**src/rtl/prism_cfg_arb_if.sv**
```systemverilog
// Bus bundle for prism_cfg_arb: host and autoload write ports, loader port and status.
// The slave modport is the arbiter's view; the master modport is the surrounding system.
interface prism_cfg_arb_if;
  logic        h_req;
  logic [5:0]  h_addr;
  logic [31:0] h_wdata;
  logic        h_ack;
  logic        h_err;

  logic        a_req;
  logic [5:0]  a_addr;
  logic [31:0] a_wdata;
  logic        a_ack;
  logic        a_err;

  logic        ld_write_req;
  logic [5:0]  ld_addr;
  logic [31:0] ld_wdata;
  logic        ld_busy;

  logic [7:0]  wr_count;
  logic        arb_busy;

  modport slave (
    input  h_req, h_addr, h_wdata, a_req, a_addr, a_wdata, ld_busy,
    output h_ack, h_err, a_ack, a_err, ld_write_req, ld_addr, ld_wdata,
           wr_count, arb_busy
  );

  modport master (
    output h_req, h_addr, h_wdata, a_req, a_addr, a_wdata, ld_busy,
    input  h_ack, h_err, a_ack, a_err, ld_write_req, ld_addr, ld_wdata,
           wr_count, arb_busy
  );
endinterface

```
**src/rtl/prism_cfg_arb.sv**
```systemverilog
// Round-robin write arbiter between the host debug bus and the autoload port, feeding the SIT latch loader.
// Optional register-lock feature is built in when PRISM_CFG_ARB_LOCK_EN is defined.
module prism_cfg_arb #(
  parameter int TMO_CYCLES = 255
) (
  input  logic          clk,
  input  logic          rst_n,
  prism_cfg_arb_if.slave bus
);
  localparam int TW = (TMO_CYCLES > 1) ? $clog2(TMO_CYCLES + 1) : 1;
  localparam logic [TW-1:0] TMO_LOAD = TW'(TMO_CYCLES);

  typedef enum logic [1:0] {IDLE, ISSUE, WAIT, DONE} state_t;

  state_t        state;
  state_t        state_next;
  logic          last_a;
  logic          grant_a;
  logic          pick_a;
  logic          first_wait;
  logic          done_enter;
  logic          done_err;
  logic          done_sel_a;
  logic [TW-1:0] tmo;

`ifdef PRISM_CFG_ARB_LOCK_EN
  localparam logic [5:0] LOCK_ADDR = 6'h3F;
  logic locked;
  logic lock_wr;
`endif

  // last_a records who was granted last; on contention the other side wins.
  always_comb begin
    state_next = state;
    pick_a     = 1'b0;
    done_err   = 1'b0;
`ifdef PRISM_CFG_ARB_LOCK_EN
    lock_wr    = 1'b0;
`endif
    case (state)
      IDLE: begin
        if (bus.h_req || bus.a_req) begin
          pick_a     = bus.a_req && (!bus.h_req || !last_a);
          state_next = ISSUE;
`ifdef PRISM_CFG_ARB_LOCK_EN
          if (!pick_a && bus.h_addr == LOCK_ADDR) begin
            lock_wr    = 1'b1;
            state_next = DONE;
          end else if (pick_a && locked) begin
            done_err   = 1'b1;
            state_next = DONE;
          end
`endif
        end
      end
      ISSUE: state_next = WAIT;
      WAIT: begin
        if (!first_wait && !bus.ld_busy) begin
          state_next = DONE;
        end else if (tmo == TW'(1)) begin
          state_next = DONE;
          done_err   = 1'b1;
        end
      end
      DONE:    state_next = IDLE;
      default: state_next = IDLE;
    endcase
    done_enter = (state_next == DONE);
    done_sel_a = (state == IDLE) ? pick_a : grant_a;
  end

  // Every output is a flop computed from the upcoming state, so the ack lands in the DONE cycle.
  always_ff @(posedge clk or negedge rst_n) begin
    if (!rst_n) begin
      state            <= IDLE;
      last_a           <= 1'b1;
      grant_a          <= 1'b0;
      first_wait       <= 1'b0;
      tmo              <= '0;
      bus.ld_write_req <= 1'b0;
      bus.ld_addr      <= '0;
      bus.ld_wdata     <= '0;
      bus.h_ack        <= 1'b0;
      bus.h_err        <= 1'b0;
      bus.a_ack        <= 1'b0;
      bus.a_err        <= 1'b0;
      bus.wr_count     <= '0;
      bus.arb_busy     <= 1'b0;
`ifdef PRISM_CFG_ARB_LOCK_EN
      locked           <= 1'b0;
`endif
    end else begin
      state            <= state_next;
      bus.arb_busy     <= (state_next != IDLE);
      bus.ld_write_req <= (state_next == ISSUE);
      bus.h_ack        <= done_enter && !done_sel_a;
      bus.h_err        <= done_enter && !done_sel_a && done_err;
      bus.a_ack        <= done_enter && done_sel_a;
      bus.a_err        <= done_enter && done_sel_a && done_err;
      first_wait       <= (state == ISSUE);

      if (done_enter && !done_err && bus.wr_count != 8'hFF)
        bus.wr_count <= bus.wr_count + 8'd1;

      if (state == IDLE && (bus.h_req || bus.a_req)) begin
        grant_a      <= pick_a;
        last_a       <= pick_a;
        bus.ld_addr  <= pick_a ? bus.a_addr : bus.h_addr;
        bus.ld_wdata <= pick_a ? bus.a_wdata : bus.h_wdata;
      end

      if (state == ISSUE)
        tmo <= TMO_LOAD;
      else if (state == WAIT)
        tmo <= tmo - TW'(1);

`ifdef PRISM_CFG_ARB_LOCK_EN
      if (lock_wr)
        locked <= bus.h_wdata[0];
`endif
    end
  end
endmodule

```
**src/flat_wrapper.sv**
```systemverilog
// flat-port wrapper written by rule: the top's interface ports become plain ports
module prism_cfg_arb_flat 
#(
  parameter int TMO_CYCLES = 255
)
  (clk, rst_n, bus_h_req, bus_h_addr, bus_h_wdata, bus_a_req, bus_a_addr, bus_a_wdata, bus_ld_busy, bus_h_ack, bus_h_err, bus_a_ack, bus_a_err, bus_ld_write_req, bus_ld_addr, bus_ld_wdata, bus_wr_count, bus_arb_busy);
  prism_cfg_arb_if bus_i ();
  input  logic clk;
  input  logic rst_n;
  input wire logic [$bits(bus_i.h_req)-1:0] bus_h_req;
  input wire logic [$bits(bus_i.h_addr)-1:0] bus_h_addr;
  input wire logic [$bits(bus_i.h_wdata)-1:0] bus_h_wdata;
  input wire logic [$bits(bus_i.a_req)-1:0] bus_a_req;
  input wire logic [$bits(bus_i.a_addr)-1:0] bus_a_addr;
  input wire logic [$bits(bus_i.a_wdata)-1:0] bus_a_wdata;
  input wire logic [$bits(bus_i.ld_busy)-1:0] bus_ld_busy;
  output wire logic [$bits(bus_i.h_ack)-1:0] bus_h_ack;
  output wire logic [$bits(bus_i.h_err)-1:0] bus_h_err;
  output wire logic [$bits(bus_i.a_ack)-1:0] bus_a_ack;
  output wire logic [$bits(bus_i.a_err)-1:0] bus_a_err;
  output wire logic [$bits(bus_i.ld_write_req)-1:0] bus_ld_write_req;
  output wire logic [$bits(bus_i.ld_addr)-1:0] bus_ld_addr;
  output wire logic [$bits(bus_i.ld_wdata)-1:0] bus_ld_wdata;
  output wire logic [$bits(bus_i.wr_count)-1:0] bus_wr_count;
  output wire logic [$bits(bus_i.arb_busy)-1:0] bus_arb_busy;
  assign bus_i.h_req = bus_h_req;
  assign bus_i.h_addr = bus_h_addr;
  assign bus_i.h_wdata = bus_h_wdata;
  assign bus_i.a_req = bus_a_req;
  assign bus_i.a_addr = bus_a_addr;
  assign bus_i.a_wdata = bus_a_wdata;
  assign bus_i.ld_busy = bus_ld_busy;
  assign bus_h_ack = bus_i.h_ack;
  assign bus_h_err = bus_i.h_err;
  assign bus_a_ack = bus_i.a_ack;
  assign bus_a_err = bus_i.a_err;
  assign bus_ld_write_req = bus_i.ld_write_req;
  assign bus_ld_addr = bus_i.ld_addr;
  assign bus_ld_wdata = bus_i.ld_wdata;
  assign bus_wr_count = bus_i.wr_count;
  assign bus_arb_busy = bus_i.arb_busy;
  prism_cfg_arb #(.TMO_CYCLES(TMO_CYCLES)) u_core (.clk(clk), .rst_n(rst_n), .bus(bus_i));
endmodule
```
**config.mk**
```make
export PLATFORM = sky130hd
export DESIGN_NAME = prism_cfg_arb_flat
export DESIGN_NICKNAME = d
export VERILOG_FILES = /design/src/rtl/prism_cfg_arb_if.sv /design/src/rtl/prism_cfg_arb.sv /design/src/flat_wrapper.sv
export SDC_FILE = /design/constraint.sdc
export NUM_CORES = 1
export LEC_CHECK = 0
export ABC_CLOCK_PERIOD_IN_PS = 2300
export CORE_ASPECT_RATIO = 2
export CORE_MARGIN = 2
export CORE_UTILIZATION = 40
export DETAILED_ROUTE_END_ITERATION = 6
export GPL_ROUTABILITY_DRIVEN = 0
export GPL_TIMING_DRIVEN = 0
export PLACE_DENSITY = 0.86
export RECOVER_POWER = 50
export SYNTH_ARGS = -nofsm -noshare
export SYNTH_HDL_FRONTEND = slang
export SYNTH_SLANG_ARGS = --single-unit
```
**constraint.sdc**
```tcl
create_clock -name clk -period 2.3 [get_ports clk]
set_input_delay 0.46 -clock clk [delete_from_list [all_inputs] [get_ports clk]]
set_output_delay 0.46 -clock clk [all_outputs]
set_load 0.1 [all_outputs]
```
==> results.cfg <==
[synth]
synth_edf_count = 0
synth-seq-cells = 65
syn_avg_cell_area_um2 = 10.54
synthCells = 290
synth_top_flop_cell = dfrtp_1
synth.distinct_cells = 41
synthTopCellsByArea = dfrtp_1 52%, mux2i_1 13%, o21ai_0 7.2%
synth.net_count = 378
yosysTopAreaCellShare = 0.5239
yosysWarnings = 0
synth_top_cell_by_area = dfrtp_1
synth_area_um2 = 3057
ys_async_sr_fraction = 1.000
ys_seq_area_frac = 0.5325

[setup_path]
crit_chain = clkdlybuf4s50_1
cp-start-kind = flip-flop
cp_top_family = buffers and inverters
critPathCaptureType = output pin
crit_slowest_cell = clkdlybuf4s50_1
critical_path_buf_inv_count = 1
r2r_slack_ps = 120
cp.required_ps = 1840
critPathMaxFanout = 2
criticalPathCategory = flip-flop to output pin
critPathMaxStageDelay_ps = 1130
worstPathArrival_ps = 1810

[sta]
fin_ws_ps = 26.18
period_share = 0.9886
max_freq_mhz = 439.8
skew_ps = 5.232
final_max_slew_viol_count = 66
setup_tns_ps = 0
setup_viol_count_final = 0
hold_viol = 0
tightest_slew_ps = 1579
finalCriticalPeriod_ps = 2274
slew_headroom = -0.05236

[layout]
drive_above_1_share = 0.07483
regArea_um2 = 1628
n_antenna_cell = 0
finalCoreUtilization = 0.6493
area_delta_synth_final_pct = 59.07
nFillCells = 615
nNetsFinal = 524
multiInputGateArea_um2 = 1341
instances_no_fill = 535

[floorplan]
fp.dieArea_um2 = 8400
start_util = 0.4082
rows = 45
die_w_um = 65.82
io_pins = 133
die_y_um = 127.6
coreArea_um2 = 7488

[clock_tree]
htreeDepth = 3
path_clk_slew_ps = 50
cts_root_buf = clkbuf_16
postCtsHoldBufs = 0
clk_latency_ps = 330
cts_buffers = 9
clock_path_buffers = 2
cts_tree = built
cts.sinks = 65

[global_route]
antenna_found_initial = 0
first_global_vias = 2554
grt_max_degree = 66
grt_pass1_wl_um = 12250
grt.total_usage = 0.1901
grt-ovfl-total = 0

[placed_design]
portBuffers = 132
placedCellCount = 516
hpwl_um = 5591
post-place-ws_ps = -139.8

[routing]
drt_iter0_drc = 187
first_pass_iters = 4
drc_errors = 0
wl_um = 7773
wl_per_cell_um = 14.53
vias_per_cell = 5.000
vias = 2675
postRouteAntennaNets = 0

[run_status]
outcome = finished, violations left
failed_checks = capacitance limit, slew limit

[worst_hold_path]
hp-class = flip-flop to flip-flop

[run]
maxCapViolCount = 1
[Yosys cell counts, types with 2 or more instances]
| cell | n |
|---|---|
| dfrtp_1 | 64 |
| nand2_1 | 58 |
| o21ai_0 | 44 |
| mux2i_1 | 39 |
| clkbuf_1 | 9 |
| ha_1 | 7 |
| nor2_1 | 7 |
| xor2_1 | 7 |
| inv_1 | 6 |
| nand3_1 | 5 |
| a21oi_1 | 4 |
| buf_2 | 3 |
| nor3_1 | 3 |
| nor4_1 | 3 |
| mux2_1 | 2 |
| nand2b_1 | 2 |
| nand4_1 | 2 |
| nor2b_1 | 2 |
[layer usage]
layer	vias up	global-route usage	part of all wire	routed length, um
met3	11	0.06866	0.11	817
met2	118	0.2965	0.48	3737
met4	0	0.06985	0.016	127
li1	1301	-	-	-
met5	-	0	0	0
met1	1245	0.2398	0.40	3091
[sequential cells by signal, indices dropped and copies added (netlist names)]
register / flops
u_core.bus.ld_wdata: 32
u_core.bus.ld_write_req: 1
u_core.state: 2
u_core.first_wait: 1
u_core.bus.arb_busy: 1
u_core.bus.ld_addr: 6
u_core.bus.wr_count: 8
u_core.bus.a_err: 1
u_core.tmo: 8
u_core.bus.h_err: 1
u_core.grant_a: 1
u_core.last_a: 1
u_core.bus.h_ack: 1
u_core.bus.a_ack: 1
[worst paths after layout]
path | from | endpoint | depth (start not counted)
max in group asynchronous | rst_n | u_core.first_wait | 1
worst max register to register | u_core.state[0] | u_core.bus.wr_count[7] | 8
min in group asynchronous | rst_n | u_core.bus.wr_count[4] | 1
worst min-delay path | u_core.bus.ld_wdata[20] | u_core.bus.ld_wdata[20] | 2
worst max-delay path | u_core.bus.ld_wdata[11] | bus_ld_wdata[11] | 1
worst min register to register | u_core.bus.ld_wdata[20] | u_core.bus.ld_wdata[20] | 2
[cells in the final DEF (no fill, tap or decap), drive strengths merged, types with 15 or more instances in the layout]
cell type       n
mux2i          39
dlymetal6s2s   17
dlygate4sd2    15
clkbuf         26
dfrtp          64
clkdlybuf4s50  99
o21ai          45
nand2          58
[what timing repair did]
action / CTS / global route
resized for setup: 15 / 22
endpoints found under the setup margin: 15 / 30
setup buffers: 0 / 3
endpoints found under the hold margin: 0 / 0
[logic make-up after synthesis]
family,share of synthesized area
DFF,0.5325
xor gates and xnor gates,0.02006
adders and majority gates,0.02865
AOI/OAI and AO/OA,0.1023
muxes,0.1400
buffers and inverters,0.02456
and+or+nand+nor,0.1519
[final cells by class]
class | instances | area share
Sequential cell | 65 | 0.3348
Timing Repair Buffer | 135 | 0.2828
Multi-Input combinational cell | 206 | 0.2759
Clock buffer | 14 | 0.05430
Tap cell | 94 | 0.02419
Clock inverter | 2 | 0.01235
Buffer | 13 | 0.01107
Inverter | 6 | 0.004632
[stage by stage]
step                hold WS (ps)  cell area (um^2)
global route               494.1              4862
global placement           447.3              4496
floorplan                  164.4              3057
detailed placement         464.9              4493
CTS                        258.4              4798
finish                     469.1              4862
Power is left out: the tool's default activity adds up to more than one toggle a clock period on the data nets, which glitch-free logic cannot reach.
